<file path="config.mk">
export PLATFORM = sky130hd
export DESIGN_NAME = handshake_fifo_buffer
export DESIGN_NICKNAME = d
export VERILOG_FILES = /design/src/rtl/handshake_fifo_buffer.sv
export SDC_FILE = /design/constraint.sdc
export NUM_CORES = 1
export LEC_CHECK = 0
export CAP_MARGIN = 20
export CORE_MARGIN = 8
export CORE_UTILIZATION = 25
export CTS_BUF_LIST = sky130_fd_sc_hd__clkbuf_8
export DETAILED_ROUTE_END_ITERATION = 8
export RECOVER_POWER = 50
export SLEW_MARGIN = 20
export SYNTH_ARGS = -nofsm -noshare
export SYNTH_HDL_FRONTEND = slang
export SYNTH_SLANG_ARGS = --single-unit
</file>
<file path="constraint.sdc">
create_clock -name clk -period 2.5 [get_ports clk]
set_input_delay 0.625 -clock clk [delete_from_list [all_inputs] [get_ports clk]]
set_output_delay 0.625 -clock clk [all_outputs]
set_load 0.02 [all_outputs]
</file>
<file path="src/rtl/handshake_fifo_buffer.sv">
// handshake_fifo_buffer
//   A first-word-fall-through FIFO that sits between one valid/ready producer
//   and one valid/ready consumer. It holds up to DEPTH words, keeps them in
//   strict order and never drops one.
//
// Ports
//   clk         : system clock; all state changes on the rising edge
//   rst         : synchronous reset, active high; empties the buffer
//   s_data      : producer payload
//   s_valid     : producer offers s_data this cycle
//   s_ready     : buffer can accept a word (not full and not in reset)
//   m_data      : head-of-buffer payload, zero while empty
//   m_valid     : head word is valid (buffer not empty)
//   m_ready     : consumer takes m_data this cycle
//   count       : number of stored words, 0..DEPTH
//   almost_full : count >= AFULL_LEVEL
module handshake_fifo_buffer #(
  parameter int DATA_WIDTH  = 8,
  parameter int DEPTH       = 4,
  parameter int AFULL_LEVEL = 3
) (
  input  logic                       clk,
  input  logic                       rst,
  input  logic [DATA_WIDTH-1:0]      s_data,
  input  logic                       s_valid,
  output logic                       s_ready,
  output logic [DATA_WIDTH-1:0]      m_data,
  output logic                       m_valid,
  input  logic                       m_ready,
  output logic [$clog2(DEPTH):0]     count,
  output logic                       almost_full
);

  localparam int PW = $clog2(DEPTH);
  localparam int CW = PW + 1;
  localparam logic [CW-1:0] FULL_COUNT  = CW'(DEPTH);
  localparam logic [CW-1:0] AFULL_COUNT = CW'(AFULL_LEVEL);

  logic [DATA_WIDTH-1:0] mem_q [DEPTH];
  logic [PW-1:0]         wr_ptr_q, wr_ptr_d;
  logic [PW-1:0]         rd_ptr_q, rd_ptr_d;
  logic [CW-1:0]         count_q, count_d;
  logic                  wr_fire;
  logic                  rd_fire;

  // Both handshake flags come from registered state only, so there is no
  // combinational path between the producer and consumer sides.
  assign s_ready = (count_q != FULL_COUNT) && !rst;
  assign m_valid = (count_q != '0);

  // s_ready already excludes reset; the read side is gated explicitly so no
  // transfer completes on a reset cycle.
  assign wr_fire = s_valid && s_ready;
  assign rd_fire = m_valid && m_ready && !rst;

  assign m_data      = m_valid ? mem_q[rd_ptr_q] : '0;
  assign count       = count_q;
  assign almost_full = (count_q >= AFULL_COUNT);

  always_comb begin
    wr_ptr_d = wr_ptr_q;
    rd_ptr_d = rd_ptr_q;
    count_d  = count_q;
    // Pointers are exactly PW bits wide, so DEPTH-1 + 1 wraps to 0.
    if (wr_fire) wr_ptr_d = wr_ptr_q + PW'(1);
    if (rd_fire) rd_ptr_d = rd_ptr_q + PW'(1);
    case ({wr_fire, rd_fire})
      2'b10:   count_d = count_q + CW'(1);
      2'b01:   count_d = count_q - CW'(1);
      default: count_d = count_q;
    endcase
  end

  always_ff @(posedge clk) begin
    if (rst) begin
      wr_ptr_q <= '0;
      rd_ptr_q <= '0;
      count_q  <= '0;
    end else begin
      wr_ptr_q <= wr_ptr_d;
      rd_ptr_q <= rd_ptr_d;
      count_q  <= count_d;
    end
  end

  // Storage is deliberately not reset; stale contents are never visible
  // because m_data is forced to zero while the buffer is empty.
  always_ff @(posedge clk) begin
    if (wr_fire) mem_q[wr_ptr_q] <= s_data;
  end

endmodule

</file>
==> results of run 1 <==
-- worst max-delay path by stage --
| stage | from | end | slack, ns |
|---|---|---|---|
| 6_report | flop | m_data[6] | 0.12 |
| 5_1_grt | m_ready | count[2] | 0.04 |
| 4_1_cts | flop | m_data[6] | 0.09 |
| 3_5_place_dp | rst | count[2] | -0.16 |
| 3_3_place_gp | rst | s_ready | -0.04 |
| 2_1_floorplan | count[2] | count[2] | 0.34 |
-- kinds of logic (layout without fill, tap and decap cells) --
logic type | Yosys count | in the layout | share of synthesized area, %
buffers and inverters | 11 | 46 | 2.92
AND/OR/NAND/NOR | 27 | 27 | 9.85
multiplexers | 10 | 10 | 12.0
flip-flops | 41 | 41 | 66.5
AO/OA/AOI/OAI | 7 | 7 | 2.41
adder cells (fa/ha/maj) | 6 | 6 | 4.81
XOR/XNOR | 3 | 3 | 1.53
-- flip-flops by register name, indices dropped and copies added, names as in the netlist, named ones only --
name      cells
count         3
mem_q        32
rd_ptr_q      2
wr_ptr_q      2
-- critical path: stages, from the launching register on --
cell and delay [ns]:
dfxtp_1 0.36, buf_12 0.15, mux4_2 0.49, nor2b_1 0.15
dlygate4sd2_1 0.32
-- routing by layer --
metal	part of all wire, %	GRT usage, %
met5	0	0
met4	0	1.06
met3	6.1	2.82
met2	54	13.2
met1	39	7.25
-- synth_stat cells, types with 3 or more instances --
master,count
ha_1,5
inv_1,7
xor2_1,3
edfxtp_1,32
a21oi_1,3
dfxtp_1,9
and2_2,4
nor2b_1,8
mux4_2,8
nor2_1,8
-- where the power goes --
part           internal (mW)  switching (mW)  leakage (nW)
registers              0.769          0.0251         0.364
logic                  0.140           0.147         0.351
clock network          0.193           0.216        0.0482
total                   1.10           0.388         0.763
-- metrics by stage --
step | util (%) | TNS, ns | setup WS, ns | instances
floorplan | - | 0 | 0.338 | 105
global placement | 31.2 | -0.0821 | -0.0416 | 212
detailed placement | 31.2 | -0.215 | -0.162 | 212
CTS | 32.3 | 0 | 0.0888 | 220
global route | 32.1 | 0 | 0.0441 | 220
finish | 32.1 | 0 | 0.125 | 220
-- area by class of cell --
type / instances / area, um2
Inverter: 7 / 26.3
Tap cell: 80 / 100
Clock inverter: 3 / 16.3
Timing Repair Buffer: 31 / 293
Sequential cell: 41 / 1140
Fill cell: 641 / 4560
Multi-Input combinational cell: 53 / 510
Clock buffer: 5 / 68.8
==> results by group, run 1 <==
Detailed routing
  – Via density: 4.29
  – Drt pass-1 iters: 2
  – 1st-iter DRT viols: 27
  – Via count: 943
  – Residual DRC: 0
  – Final ANT Viol Nets: 0
  – DR WL/cell: 15.1 um
  – Routed WL: 3330 um

Logic synthesis
  – Post-Syn Nets: 123
  – YS warnings: 0
  – Register bit total from synthesis: 41
  – Number of flops mapped to enable cells by yosys: 32
  – Synth Instances: 105
  – Leading post-synthesis cells by cell area: edfxtp_1 56%, dfxtp_1 11%, mux4_2 11%
  – Top-area cell type share of the netlist area: 56.0%
  – Synthesized area per cell: 16.3 um2
  – Unique cell type count in the Yosys netlist: 25
  – Async SR Flop Fraction: 0%
  – Post-synth top area cell: edfxtp_1
  – Top FF cell, synth: edfxtp_1
  – Post-synthesis sequential area ratio: 66.5%
  – Area of the mapped netlist: 1720 um2

Finish
  – Final non-filler cell area: 2160 um2
  – Area growth syn-to-layout: 25.7%
  – Commonest non-fill, non-tap cell in the layout: edfxtp_1
  – Fin nets: 157
  – N_diodes: 0
  – Proportion of layout cells with a drive suffix above 1: 18.6%
  – Commonest non-fill, non-tap cells in the layout: 32 x edfxtp_1, 9 x dfxtp_1, 9 x dlygate4sd2_1

STA
  – Relative slew slack: 59.1%
  – Final Hold Viols: 0
  – Min Tclk post-route: 2.38 ns
  – Final worst-path cycle share: 95.0%
  – Actual slew at the worst max-slew pin: 0.614 ns
  – RSZ-0062 raised after global routing: false
  – Max Clock Skew: 0.00965 ns
  – Final setup fails: 0
  – WHS: 0.491 ns
  – Slew Limit Fails: 0
  – Peak Freq: 421 MHz

Place
  – HPWL after DPL: 2460 um
  – Port bufs: 25
  – Placed inst area: 2100 um2
  – GP Congestion: 0.713

Die
  – Rows: 30
  – Initial core utilization: 25.5%
  – Core area: 6720 um2
  – Die area: 9770 um2
  – Chip Width: 98.8 um
  – IO Pins: 26
  – Die height: 98.8 um

Worst setup path
  – Reg-to-reg setup timing slack: 0.32 ns
  – Crit path launch type: flop
  – FF-to-FF path depth: 9
  – Worst-path fanout max: 8
  – Crit. End Element: output pin
  – CP arrival: 1.75 ns
  – R2r startpoint: count[2]
  – Setup CP Type: flop to output pin
  – R2R Path End: count[2]
  – WP data required: 1.88 ns

Clock tree
  – Max Buffers Root-to-Sink: 2
  – Clock slew at reported path FFs: 0.08 ns
  – Clk root buf: clkbuf_8
  – Clk sinks: 41
  – Cts-stage hold buffer count: 0
  – Postcts setup bufs: 0
  – Worst-Skew Late Latency: 0.29 ns
  – CTS tree: done
  – Htree depth: 2
  – Post-CTS resize count: 9
  – Total CTS buffers: 5

Power
  – Peak supply drop: 0.206 mV
  – Power, Total: 1.49 mW
  – Pwr Density: 691 nW/um2
  – Leak: 0.763 nW

Min path
  – Hold Crit Depth: 2
  – Hold WC Path Type: flop to flop
  – Worst min-delay path endpoint: rd_ptr_q[1]
  – Hold path startpoint: rd_ptr_q[1]

GRT
  – Largest net degree at the start of global routing: 14
  – Vias in the first global route: 1,032
  – Global route overflow: 0
  – Total GRT Usage: 7.04%
  – Initial antenna violation count: 0
  – First-pass GRT wire length: 5290 um

Job
  – Max cap viols: 0

Run status
  – Status: completed
No activity file was read; power rests on OpenSTA's default activity.
==> inputs of run 2 (changes only) <==
- CORE_ASPECT_RATIO: not set -> 1.5
- clock period: 2.5 -> 2.2 ns (I/O delays scaled with it)
==> results by group, run 2 (synthesis results as in run 1) <==
Min path
  – Hold WC Path Type: flop to flop
  – Hold path startpoint: wr_ptr_q[0]

Detailed routing
  – Via density: 4.26
  – Met3 routed WL: 211 um
  – Final ANT Viol Nets: 0
  – DR top layer: met4
  – Routed WL: 3290 um
  – Drt pass-1 iters: 4
  – Met2 wire len: 1710 um
  – Met1 wire length: 1320 um
  – Via count: 955
  – DR WL/cell: 14.7 um
  – Residual DRC: 0
  – 1st-iter DRT viols: 35

Finish
  – N_diodes: 0
  – Commonest non-fill, non-tap cell in the layout: edfxtp_1
  – Fillers: 701
  – Commonest non-fill, non-tap cells in the layout: 32 x edfxtp_1, 10 x buf_4
  – Biggest register: mem_q
  – Area growth syn-to-layout: 30.6%
  – Max FFs per register: 32
  – Proportion of layout cells with a drive suffix above 1: 32.2%
  – Fin nets: 163

Worst setup path
  – Crit path to: count[2]
  – Crit. End Element: flop
  – R2R Path End: count[2]
  – Crit path launch type: primary input
  – WP data required: 2.42 ns
  – CP Cell Sequence: clkdlybuf4s50_1 > nor3b_4 > inv_1 > ha_2 > inv_1 > fa_1 > xor2_1 > or3_1 > a21oi_2
  – Setup CP Type: primary input to flop
  – Critical path's slowest cell: clkdlybuf4s50_1
  – CP peak stage delay: 0.40 ns
  – R2r startpoint: count[1]
  – Worst-path fanout max: 2
  – Reg-to-reg setup timing slack: 0.07 ns
  – CP arrival: 2.39 ns
  – FF-to-FF path depth: 9
  – CP dominant cell by count: inv_1
  – CP startpoint: s_valid

Clock tree
  – Max Buffers Root-to-Sink: 2
  – Worst-Skew Late Latency: 0.28 ns
  – CTS tree: done
  – Clk sinks: 41
  – Postcts setup bufs: 0
  – Clk root buf: clkbuf_8
  – Total CTS buffers: 5
  – Cts-stage hold buffer count: 0
  – Htree depth: 2
  – Clock slew at reported path FFs: 0.07 ns

GRT
  – Initial antenna violation count: 0
  – Global route overflow: 0
  – Largest net degree at the start of global routing: 14
  – First-pass GRT wire length: 5460 um
  – Vias in the first global route: 1,088
  – Total GRT Usage: 6.95%

Die
  – Die area: 9820 um2
  – Core area: 6760 um2
  – Rows: 37
  – Chip Width: 83.6 um
  – IO Pins: 26
  – Initial core utilization: 25.4%
  – Die height: 117 um

Place
  – GP Congestion: 0.669
  – Port bufs: 25
  – Place WS: -0.396 ns
  – HPWL after DPL: 2460 um

Power
  – Combinational Power Share: 17.6%
  – Clock power frac: 35.8%
  – Sequential power share: 46.6%
  – Leak: 0.806 nW
  – Sw frac: 22.9%
  – Pwr Density: 862 nW/um2
  – Int Power: 1.49 mW
  – Switching Power: 0.443 mW
  – Peak supply drop: 0.580 mV

Run status
  – Status: completed

STA
  – Max Clock Skew: 0.00454 ns
  – RSZ-0062 raised after global routing: true
  – Final setup fails: 0
  – WHS: 0.530 ns
  – Relative slew slack: 60.7%
  – Slew Limit Fails: 0
  – Crit path setup slack, layout: 0.0248 ns
  – Min Tclk post-route: 2.18 ns
  – Actual slew at the worst max-slew pin: 0.590 ns
  – Final worst-path cycle share: 98.9%
  – Final Hold Viols: 0
  – Peak Freq: 460 MHz

Job
  – Max cap viols: 0
run 2: changes by cell type in the layout (fill, tap and decap cells not counted), sizes merged:
| cell | before | now |
|---|---|---|
| buf | 5 | 20 |
| dlygate4sd2 | 9 | 4 |
| clkdlybuf4s50 | 8 | 5 |
| bufinv | 0 | 2 |
| clkbuf | 6 | 5 |
| clkinv | 2 | 1 |
| inv | 8 | 7 |
run 2: per-layer routing:
layer | up-vias | track usage (%)
li1 | 457 | -
met1 | 456 | 7.17
met2 | 37 | 12.4
met3 | 5 | 2.49
met4 | 0 | 2.60
met5 | - | 0
run 2: how the worst min path moves through the flow:
stage                  end  cells past startpoint
6_report       wr_ptr_q[0]                      1
2_1_floorplan         flop                      2
5_1_grt           count[2]                      2
3_5_place_dp   rd_ptr_q[1]                      2
4_1_cts        rd_ptr_q[0]                      2
3_3_place_gp   rd_ptr_q[1]                      2
run 2: power by group through the flow:
stage	clock [mW]	sequential [mW]	combinational (mW)
5_1_grt	0.743	0.903	0.376
3_3_place_gp	0	0.910	0.361
2_1_floorplan	0	0.917	0.197
4_1_cts	0.705	0.897	0.356
6_report	0.692	0.899	0.339
3_5_place_dp	0	0.913	0.374
run 2: critical path: cells and delay by family:
| family | cells | cell delay, ns |
|---|---|---|
| xor gates and xnor gates | 1 | 0.16 |
| AOI/OAI and AO/OA | 1 | 0.13 |
| buffers and inverters | 3 | 0.52 |
| and+or+nand+nor | 2 | 0.48 |
| adders and majority gates | 2 | 0.55 |
run 2: cell type report:
class	count	area [um2]	share of cell area (%)
Inverter	7	26.3	1.17
Multi-Input combinational cell	53	536	23.9
Sequential cell	41	1140	51.1
Clock inverter	3	65.1	2.91
Timing Repair Buffer	37	303	13.5
Clock buffer	5	68.8	3.07
Tap cell	78	97.6	4.36
run 2: timing repair:
action / 4_1_cts / 5_1_grt
setup endpoints to repair: 11 / 3
pin swaps: 3 / 0
gates resized for setup: 38 / 5
run 2: through the flow:
step / instances / area (um2) / setup TNS (ns) / power, mW / utilization, %
4_1_cts: 224 / 2240 / 0 / 1.96 / 33.2
3_5_place_dp: 216 / 2130 / -0.878 / 1.29 / 31.5
3_3_place_gp: 216 / 2130 / -0.557 / 1.27 / 31.5
6_report: 224 / 2240 / 0 / 1.93 / 33.1
5_1_grt: 224 / 2240 / -0.0164 / 2.02 / 33.1
2_1_floorplan: 105 / 1720 / 0 / 1.11 / -
